### src/rtl/mux_scan.sv
// mux_scan: registered N-channel selector with manual-select and round-robin scan modes.
// Optional build macro MUX_SCAN_SKIP_EN: when defined, scan mode skips idle channels
// (work-conserving round-robin); when undefined, scan waits on the channel at the pointer.
module mux_scan #(
   parameter int WIDTH    = 8,
   parameter int CHANNELS = 8,
   parameter int SEL_W    = 3
) (
   input  logic                      clk,
   input  logic                      rst,
   input  logic                      mode,
   input  logic [SEL_W-1:0]          sel,
   input  logic [CHANNELS*WIDTH-1:0] in_data,
   input  logic [CHANNELS-1:0]       in_valid,
   output logic [CHANNELS-1:0]       in_ack,
   output logic [WIDTH-1:0]          out_data,
   output logic [SEL_W-1:0]          out_ch,
   output logic                      out_valid,
   input  logic                      out_ready
);

   typedef enum logic {
      S_EMPTY = 1'b0,
      S_FULL  = 1'b1
   } state_t;

   state_t             r_state;
   logic [WIDTH-1:0]   r_data;
   logic [SEL_W-1:0]   r_ch;
   logic [SEL_W-1:0]   r_ptr;

   logic               w_slot;
   logic               w_found;
   logic               w_capture;
   logic [SEL_W-1:0]   w_idx;
   logic [SEL_W-1:0]   w_idx_next;
   logic [WIDTH-1:0]   w_data;

`ifdef MUX_SCAN_SKIP_EN
   localparam int PW = SEL_W + 1;
   logic [PW-1:0]      w_probe;
`endif

   // Output register can take a beat when empty or when it drains this cycle.
   always_comb begin
      w_slot = (r_state == S_EMPTY) || out_ready;
   end

   // Candidate channel selection for the current mode.
   always_comb begin
      w_found = 1'b0;
      w_idx   = '0;
`ifdef MUX_SCAN_SKIP_EN
      w_probe = '0;
`endif
      if (!mode) begin
         for (int unsigned k = 0; k < CHANNELS; k++) begin
            if (!w_found && (sel == SEL_W'(k)) && in_valid[k]) begin
               w_found = 1'b1;
               w_idx   = SEL_W'(k);
            end
         end
      end else begin
`ifdef MUX_SCAN_SKIP_EN
         // ptr is always < CHANNELS, so one conditional subtract gives the wrap.
         for (int unsigned i = 0; i < CHANNELS; i++) begin
            w_probe = {1'b0, r_ptr} + PW'(i);
            if (w_probe >= PW'(CHANNELS)) begin
               w_probe = w_probe - PW'(CHANNELS);
            end
            for (int unsigned k = 0; k < CHANNELS; k++) begin
               if (!w_found && (w_probe == PW'(k)) && in_valid[k]) begin
                  w_found = 1'b1;
                  w_idx   = SEL_W'(k);
               end
            end
         end
`else
         for (int unsigned k = 0; k < CHANNELS; k++) begin
            if (!w_found && (r_ptr == SEL_W'(k)) && in_valid[k]) begin
               w_found = 1'b1;
               w_idx   = SEL_W'(k);
            end
         end
`endif
      end
   end

   // Data mux, capture decision, one-hot acknowledge and next pointer value.
   always_comb begin
      w_data = '0;
      for (int unsigned k = 0; k < CHANNELS; k++) begin
         if (w_idx == SEL_W'(k)) begin
            w_data = in_data[k*WIDTH +: WIDTH];
         end
      end
      w_capture = w_slot && w_found && !rst;
      for (int unsigned k = 0; k < CHANNELS; k++) begin
         in_ack[k] = w_capture && (w_idx == SEL_W'(k));
      end
      w_idx_next = (w_idx == SEL_W'(CHANNELS - 1)) ? '0 : w_idx + SEL_W'(1);
   end

   // EMPTY/FULL state machine with the output register and scan pointer.
   always_ff @(posedge clk) begin
      if (rst) begin
         r_state <= S_EMPTY;
         r_data  <= '0;
         r_ch    <= '0;
         r_ptr   <= '0;
      end else if (w_capture) begin
         r_state <= S_FULL;
         r_data  <= w_data;
         r_ch    <= w_idx;
         if (mode) begin
            r_ptr <= w_idx_next;
         end
      end else if ((r_state == S_FULL) && out_ready) begin
         r_state <= S_EMPTY;
      end
   end

   assign out_valid = (r_state == S_FULL);
   assign out_data  = r_data;
   assign out_ch    = r_ch;

endmodule

### config.mk
export PLATFORM = sky130hd
export DESIGN_NAME = mux_scan
export DESIGN_NICKNAME = d
export VERILOG_FILES = /design/src/rtl/mux_scan.sv
export SDC_FILE = /design/constraint.sdc
export NUM_CORES = 1
export LEC_CHECK = 0
export ABC_AREA = 1
export CAP_MARGIN = 10
export CORE_ASPECT_RATIO = 1.75
export CORE_MARGIN = 5
export CORE_UTILIZATION = 35
export CTS_BUF_LIST = sky130_fd_sc_hd__clkbuf_8
export DETAILED_ROUTE_END_ITERATION = 10
export PLACE_DENSITY = 0.76
export SYNTH_ARGS = -nofsm -noshare
export SYNTH_HDL_FRONTEND = slang
export SYNTH_SLANG_ARGS = --single-unit
### constraint.sdc
create_clock -name clk -period 2.9 [get_ports clk]
set_input_delay 0.725 -clock clk [delete_from_list [all_inputs] [get_ports clk]]
set_output_delay 0.725 -clock clk [all_outputs]
set_load 0.02 [all_outputs]
# == After elaboration in Yosys (flattened, before gate mapping) ==
# Cells that the tools add are included.
# op_classes
n_div,0
add_sub_neg,1
multipliers,0
shifts,0
magnitude_cmp,0
n_reduce_logical,62
mux,57
bitwise_logic,1
eq_ne,21
# ops
operator,n
$mux W8,8
$mux W3,14
$logic_and A1 B1 Y1,41
$eq A3 B3 Y1 const B,12
$mux W1,35
$eq A3 B2 Y1 const B,6
$logic_not A1 Y1,15
$eq A3 B1 Y1 const B,3
$logic_not A3 Y1,3
$add A3 B1 Y3 const B,1
$reduce_and A2 Y1,1
$reduce_bool A2 Y1,1
$logic_or A1 B1 Y1,1
$not A1 Y1,1
# word_totals
input_bits,79
ramBits,0
latch_bits,0
mem_bits_ro,0
output_inout_bits,20
n_memories,0
ff_bits,15

# == Longest topological paths before layout ==
# Gate-level depths: netlist (run 1).
# logic_depth
word_depth,48
depth_mapped,21
ltp_nobuf,19

# == Least setup slack after synthesis (run 1) ==
# No wires, ideal clock.
# synth_timing
path_type,input port to output port
start,in sel[2]
end,out in_ack[5]
stages,10
arrival_ps,2518
path_slack_ps,-343
path_cell_list,buf_4 > nor3_1 > nor3_1 > a22oi_1 > ha_1 > clkbuf_1 > inv_1 > nor2_4 > inv_2 > nor2_1
# synth_between
elab_cells_between_ends,58
# synth_rtl
element,line_no,text
from (decl),12,"input logic [SEL_W-1:0] sel,"
$logic_not A3 Y1,58,if (!w_found && (sel == SEL_W'(k)) && in_valid[k]) begin
$logic_and A1 B1 Y1,58,
$mux W1,58,
$mux W1,56,if (!mode) begin
$logic_not A1 Y1,58,
$logic_and A1 B1 Y1 (2 in series),58,
$mux W1,58,
$mux W1,56,
(+24 left out),n/a,
$mux W1,56,
$logic_not A1 Y1,58,
$logic_and A1 B1 Y1 (2 in series),58,
$mux W3 *,58,
$mux W3 *,56,
named net w_idx[0],35,logic [SEL_W-1:0] w_idx;
$eq A3 B3 Y1 *,99,in_ack[k] = w_capture && (w_idx == SEL_W'(k));
$logic_and A1 B1 Y1 *,99,
to (decl),15,"output logic [CHANNELS-1:0] in_ack,"
# Mark *: on every way through the listed nets, which the timed path passes. The rest lies on a longest branch. The select of a mux whose other input is x is not followed.

# == Worst setup path in the final report (run 1) ==
# layout_timing
start,in sel[0]
end,out in_ack[7]
# The elaborated chain is that of the path after synthesis.

==> results.txt, run 1 <==
Synth async-reset ratio - 0
Worst hold path type - reg -> reg
Synth Area in XOR/XNOR - 0
Maxcap violations - 0
CTS buffer count - 3
Slowest CP cell - nor3_4
CP required - 2170 ps
GPL Wtd Cong - 0.849
Crit path cell chain - buf_8 > buf_6 > nand2_4 > nor3_4 > nor3_4 > a22oi_2 > buf_4 > ha_4 > ha_4 > nand4_1 > inv_2 > buf_6
Largest net degree at the start of global routing - 25
P per Cell Area - 272 mW/mm^2
Outcome - complete, but fails checks
Yosys cell types - 26
Hold Path Sink - out_ch[2]
R2R Setup Slk - 280 ps
R2R cell count - 21
Commonest register cell after synthesis - dfxtp_1
Maximum vdd drop - 317 uV
Critical path arrival - 2230 ps
Min Hold Slack - 467 ps
First-pass DRT Iterations - 4
Nets - 581
Final WS setup - -59.1 ps
Cell Area, Synth - 0.00185 mm^2
Total number of vias - 2688
Cell Area, Placed - 0.00314 mm^2
Reg clk slew, reported paths - 70 ps
CP Capture Type - output port
Reg area - 300 um^2
All-layer global routing usage - 0.214
CP Class - in -> out
Min-delay src - out_ch[2]
Mux cell area share after synthesis - 0
Crit path launch type - input port
Largest family of logic cells by synthesized area - simple AND/OR/NAND/NOR gates
Final hold violation count - 0
Antenna Cells - 0
Crit-path max cell delay - 230 ps
Die area - 0.00691 mm^2
Final period utilization - 1.02
Simple-gate share of the synthesized area - 0.493
Layout cell share with drive strength beyond 1 - 0.329
Latest clock arrival within the worst-skew pair - 260 ps
CTS Hold Bufs - 0
CP startpoint - sel[0]
GRT overflow - 0
Failing checks - setup timing
Via count of the first global-routing pass - 2705
RSZ-0062 raised after global routing - yes
Post-DP HPWL - 5.69 mm
Slew of the pin with the lowest slew margin - 379 ps
RR Endpoint - out_data[7]
Pins Over Slew Limit - 0
Max Freq - 338 MHz
GRT met3 Usage - 0.0254
P&R area growth vs syn - 95.3%
M1 GR Usage - 0.205
Sequential area share after synthesis - 0.162
CTS sink count - 15
Initial antenna violation count - 0
Fin crit period - 2960 ps
Warnings, synthesis - 0
Hold depth - 2
Initial Util - 0.356
Synth Area in Adders - 0.0405
Routed WL - 7.62 mm
Synthesized Nets - 435
Port Buffers - 98
Floorplan row count - 35
Setup TNS - -192 ps
Crit path buffers/inverters - 5
Post-synthesis compound-gate area fraction - 0.136
Final instance area - 0.00362 mm^2
Slew headroom - 0.747
Drt initial violations - 120
Fillers - 457
Wire length per cell - 13.8 um
# IOs - 99
Yosys reg bits - 15
CP delay by family, top - buffers and inverters
P_leak - 1.76 nW
Core Area - 0.00521 mm^2
Drc violations - 0
Die width - 65.0 um
Final Skew - 2.35 ps
Mean Syn Cell Area - 5.30 um^2
CTS HTree Levels - 1
Die Ht - 106 um
Final setup violation count - 6
Reg-to-reg startpoint - r_ptr[2]
GR peak layer - met2
Area of the multi-input gates - 0.00154 mm^2
Core Util, Final - 0.695
First-pass GRT wire length - 11.8 mm
Post-DRT Antenna Nets - 0
Met2 usage - 0.435
Number of synthesized flops with an enable pin - 0
Clock Root Buffer - clkbuf_8
Clock Path Buffers - 2
Dpl ws - -1140 ps
Mapped Cells - 350
Drt via density - 4.89
CTS tree - built
Worst-path maximum fanout - 3
[cell usage in the layout, fill, tap and decap left out, drive strengths merged]
cell type,synthesis,layout
a31oi,1,1
dlygate4sd2,0,3
buf,10,70
nor3,20,20
nand3,29,29
nor2,47,47
clkdlybuf4s50,0,78
a21oi,30,30
dfxtp,15,15
and3,1,1
clkinv,0,1
nand2,112,112
clkdlybuf4s15,0,1
clkbuf,5,7
ha,6,6
inv,56,56
nand3b,1,1
o21ai,13,13
nand4,3,3
a22oi,1,1
[metal layers]
layer  vias to the layer above  share of wire
li1                       1388              -
met4                         0          0.028
met2                        86           0.56
met5                         -              0
met3                        20          0.051
met1                      1194           0.36
[through the flow]
stage | cells | power (mW)
floorplan | 350 | 0.496
global placement | 526 | 0.721
detailed placement | 526 | 0.726
CTS | 545 | 0.961
global route | 550 | 1.05
finish | 550 | 0.987
[cell usage after synthesis, types with 5 or more instances]
cell      number  share of area
nand2_1      109           0.22
a21oi_2        6          0.028
ha_1           6          0.040
a21oi_1       24          0.065
inv_1         43          0.087
nand3_1       27          0.073
o21ai_0       13          0.035
clkbuf_1       5          0.010
nor2_1        42          0.085
nor3_1        20          0.054
dfxtp_1       15           0.16
inv_2         13          0.026
[sequential cells by signal (all words and copies together) (netlist names)]
| signal | flops |
|---|---|
| out_data | 8 |
| out_valid | 1 |
| r_ptr | 3 |
| out_ch | 3 |
[worst max-delay path by stage]
stage | endpoint | depth (start not counted) | slack (ps)
3_3_place_gp | in_ack[7] | 10 | -1070
5_1_grt | in_ack[7] | 11 | -130
6_report | in_ack[7] | 12 | -60
3_5_place_dp | in_ack[7] | 10 | -1140
4_1_cts | in_ack[7] | 12 | -40
2_1_floorplan | in_ack[5] | 10 | -70
[worst reg2reg max path: cells and delay by family, from the launching register on]
kind	cells	cell delay (ps)
DFF	1	550
and+or+nand+nor	8	640
adders and majority gates	1	160
buffers and inverters	9	810
AOI/OAI and AO/OA	3	400
[kinds of logic after synthesis]
| group | after synthesis |
|---|---|
| AND/OR/NAND/NOR | 213 |
| buffers and inverters | 71 |
| flip-flops | 15 |
| AO/OA/AOI/OAI | 45 |
| adder cells (fa/ha/maj) | 6 |
[area by class of cell]
cell class              count  share of cell area
flip-flops and latches     15              0.0829
well taps                  55              0.0190
repair buffers            156               0.396
clock buffers               3              0.0114
clock inverters             1             0.00138
inverters                  56              0.0636
multi-input cells         264               0.426
[where the power goes]
group	internal (mW)	total [mW]	leakage [nW]	switching [mW]
Clock	0.0955	0.178	0.0255	0.0829
Sequential	0.223	0.237	0.122	0.0135
Combinational	0.287	0.571	1.61	0.285
[timing repair]
action	4_1_cts	5_1_grt
pin swaps	30	26
buffers inserted	16	5
gates resized for setup	135	32
endpoints found under the setup margin	16	15
(Power assumes the default switching activity.)
==> inputs of run 2 (changes only) <==
--- a/config.mk
+++ b/config.mk
@@ -16,3 +16,4 @@
 export SYNTH_ARGS = -nofsm -noshare
 export SYNTH_HDL_FRONTEND = slang
 export SYNTH_SLANG_ARGS = --single-unit
+export TNS_END_PERCENT = 50
==> constraint.sdc (replaced) <==
create_clock -name clk -period 2.5 [get_ports clk]
set_input_delay 0.625 -clock clk [delete_from_list [all_inputs] [get_ports clk]]
set_output_delay 0.625 -clock clk [all_outputs]
set_load 0.02 [all_outputs]
==> run 2 against run 1 <==
Against the previous run:
- the run still ends with setup timing left
- cell count fell by 0.73%
- critical path depth is the same
- register-to-register slack worse by 310 ps
- via count shrank 0.22%
- worst hold slack better by 1.2 ps
- worst setup slack worse by 240 ps
- cell area increased by 0.83%
- die area did not move
- combinational power increased by 19%
- sequential share of layout area about the same
- clock power grew 8%
- global-route usage down 0.58 points
- largest cell class unchanged
==> results.txt, run 2 (synthesis gave the netlist of run 1 again) <==
Outcome - complete, but fails checks
Failing checks - setup timing
CP Capture Type - output port
GPL Wtd Cong - 0.897 (+5.7%)
Met2 usage - 0.412 (-0.0234)
Die area - 0.00691 mm^2 (unchanged)
Slew of the pin with the lowest slew margin - 289 ps (-90.3 ps)
Worst-path maximum fanout - 2 (-1)
Hold Path Sink - out_ch[2]
Critical path arrival - 2170 ps (-60 ps)
Drc violations - 0 (unchanged)
Largest register FFs - 8 (unchanged)
CP required - 1880 ps (-290 ps)
All-layer global routing usage - 0.208 (-0.00583)
M1 GR Usage - 0.209 (+0.00376)
P&R area growth vs syn - 97.0%
Commonest non-fill, non-tap cell in the layout - nand2_1
Drt initial violations - 103 (-14%)
Total number of vias - 2682 (-0.22%)
Post-DP HPWL - 5.65 mm (-0.59%)
Dpl ws - -1290 ps (-146 ps)
# IOs - 99 (unchanged)
First-pass GRT wire length - 11.6 mm (-1.7%)
Post-DRT Antenna Nets - 0 (unchanged)
GRT overflow - 0 (unchanged)
CTS tree - built
Pins Over Slew Limit - 0 (unchanged)
CTS HTree Levels - 1 (unchanged)
Worst hold path type - reg -> reg
P per Cell Area - 315 mW/mm^2 (+16%)
CTS sink count - 15 (unchanged)
Antenna Cells - 0 (unchanged)
Final WS setup - -297 ps (-238 ps)
GR peak layer - met2
R2R cell count - 20 (-4.8%)
CP Class - in -> out
Slew headroom - 0.807 (+0.0606)
Port Buffers - 98 (unchanged)
Maxcap violations - 0 (unchanged)
Final Skew - 4.76 ps (+2.41 ps)
Final period utilization - 1.12
Die width - 65.0 um (unchanged)
Floorplan row count - 35 (unchanged)
Clock Path Buffers - 2 (unchanged)
Via count of the first global-routing pass - 2598 (-4.0%)
Die Ht - 106 um (unchanged)
Crit path launch type - input port
Largest net degree at the start of global routing - 17 (-32%)
First-pass DRT Iterations - 4 (unchanged)
Drt via density - 4.91 (+0.51%)
CTS buffer count - 3 (unchanged)
Reg-to-reg startpoint - r_ptr[0]
Nets - 577 (-0.69%)
Layout cell share with drive strength beyond 1 - 0.336 (+0.00676)
Core Area - 0.00521 mm^2 (unchanged)
Maximum vdd drop - 337 uV (+6.6%)
Max Freq - 357 MHz
Initial Util - 0.356 (unchanged)
Latest clock arrival within the worst-skew pair - 250 ps (about the same)
Reg clk slew, reported paths - 60 ps (about the same)
Routed WL - 7.45 mm (-2.2%)
Initial antenna violation count - 0 (unchanged)
Wire length per cell - 13.6 um (-1.4%)
P_leak - 1.74 nW (-1.4%)
Final hold violation count - 0 (unchanged)
Hold depth - 2 (unchanged)
Min-delay src - out_ch[2]
Commonest non-fill, non-tap cells in the layout - 97 x nand2_1, 78 x clkdlybuf4s50_1, 48 x buf_4
RSZ-0062 raised after global routing - yes
GRT met3 Usage - 0.0180 (-0.00740)
RR Endpoint - out_data[2]
Final setup violation count - 16 (+10)
R2R Setup Slk - -30 ps (-310 ps)
Core Util, Final - 0.701 (+0.00576)
Fin crit period - 2800 ps
Clock Root Buffer - clkbuf_8
-- run 2: cell types whose count changed in the layout (fill, tap and decap cells not counted), moves of 2 or more --
cell	delta
buf_4	-3
buf_8	-2
nand2_8	+2
nand2_2	+3
inv_2	-2
inv_4	+3
buf_6	-3
nand2_1	-4
buf_12	+4
-- run 2: repair_timing --
action,4_1_cts,5_1_grt
setup endpoints to repair,22,16
pin swaps,34,22
hold buffers,0,0
buffers inserted,15,4
resized for setup,131,34
-- run 2: through the flow --
| stage | setup TNS [ps] | hold WS (ps) | power [mW] | cell area [um^2] | std cells |
|---|---|---|---|---|---|
| 6_report | -3170 | 469 | 1.15 | 3650 | 546 |
| 5_1_grt | -5020 | 488 | 1.23 | 3650 | 546 |
| 2_1_floorplan | -780 | 488 | 0.598 | 2010 | 350 |
| 3_3_place_gp | -17620 | 456 | 0.862 | 3230 | 526 |
| 4_1_cts | -1680 | 468 | 1.12 | 3520 | 542 |
| 3_5_place_dp | -19020 | 456 | 0.868 | 3230 | 526 |
-- run 2: where the power goes --
| part | switching (mW) | total [mW] | internal [mW] | leakage, nW |
|---|---|---|---|---|
| Sequential | 0.0160 | 0.275 | 0.259 | 0.123 |
| Clock | 0.0846 | 0.193 | 0.109 | 0.0269 |
| Combinational | 0.336 | 0.681 | 0.344 | 1.59 |
-- run 2: metal layers --
layer	vias up	wire length, um
li1	1380	-
met5	-	0
met1	1173	2610
met2	103	4060
met3	26	405
met4	0	380
-- run 2: how the worst max path moves through the flow --
stage,slack (ps),end,cells past startpoint,start
final,-300,in_ack[7],12,in_valid[3]
after global routing,-410,in_ack[5],12,in_valid[5]
after CTS,-250,in_ack[4],15,sel[0]
after detailed placement,-1290,in_ack[7],10,sel[2]
after global placement,-1240,in_ack[7],10,sel[2]
after floorplan,-160,in_ack[5],10,sel[2]
-- run 2: worst max-delay path, cell delays in order --
cell and delay [ps]:
buf_2 110, inv_4 80, nor3_4 50, nor2_1 240
nand3b_1 120, nor3_1 210, nand2_1 170, buf_4 160
buf_4 120, nand4_1 100, inv_2 60, buf_6 130
-- run 2: final cells by class --
type                            instances  area (um^2)
Clock buffer                            3         41.3
Clock inverter                          1         3.75
Fill cell                             438         1560
Tap cell                               55         68.8
Timing Repair Buffer                  152         1430
Multi-Input combinational cell        264         1570
Sequential cell                        15          302
Inverter                               56          233
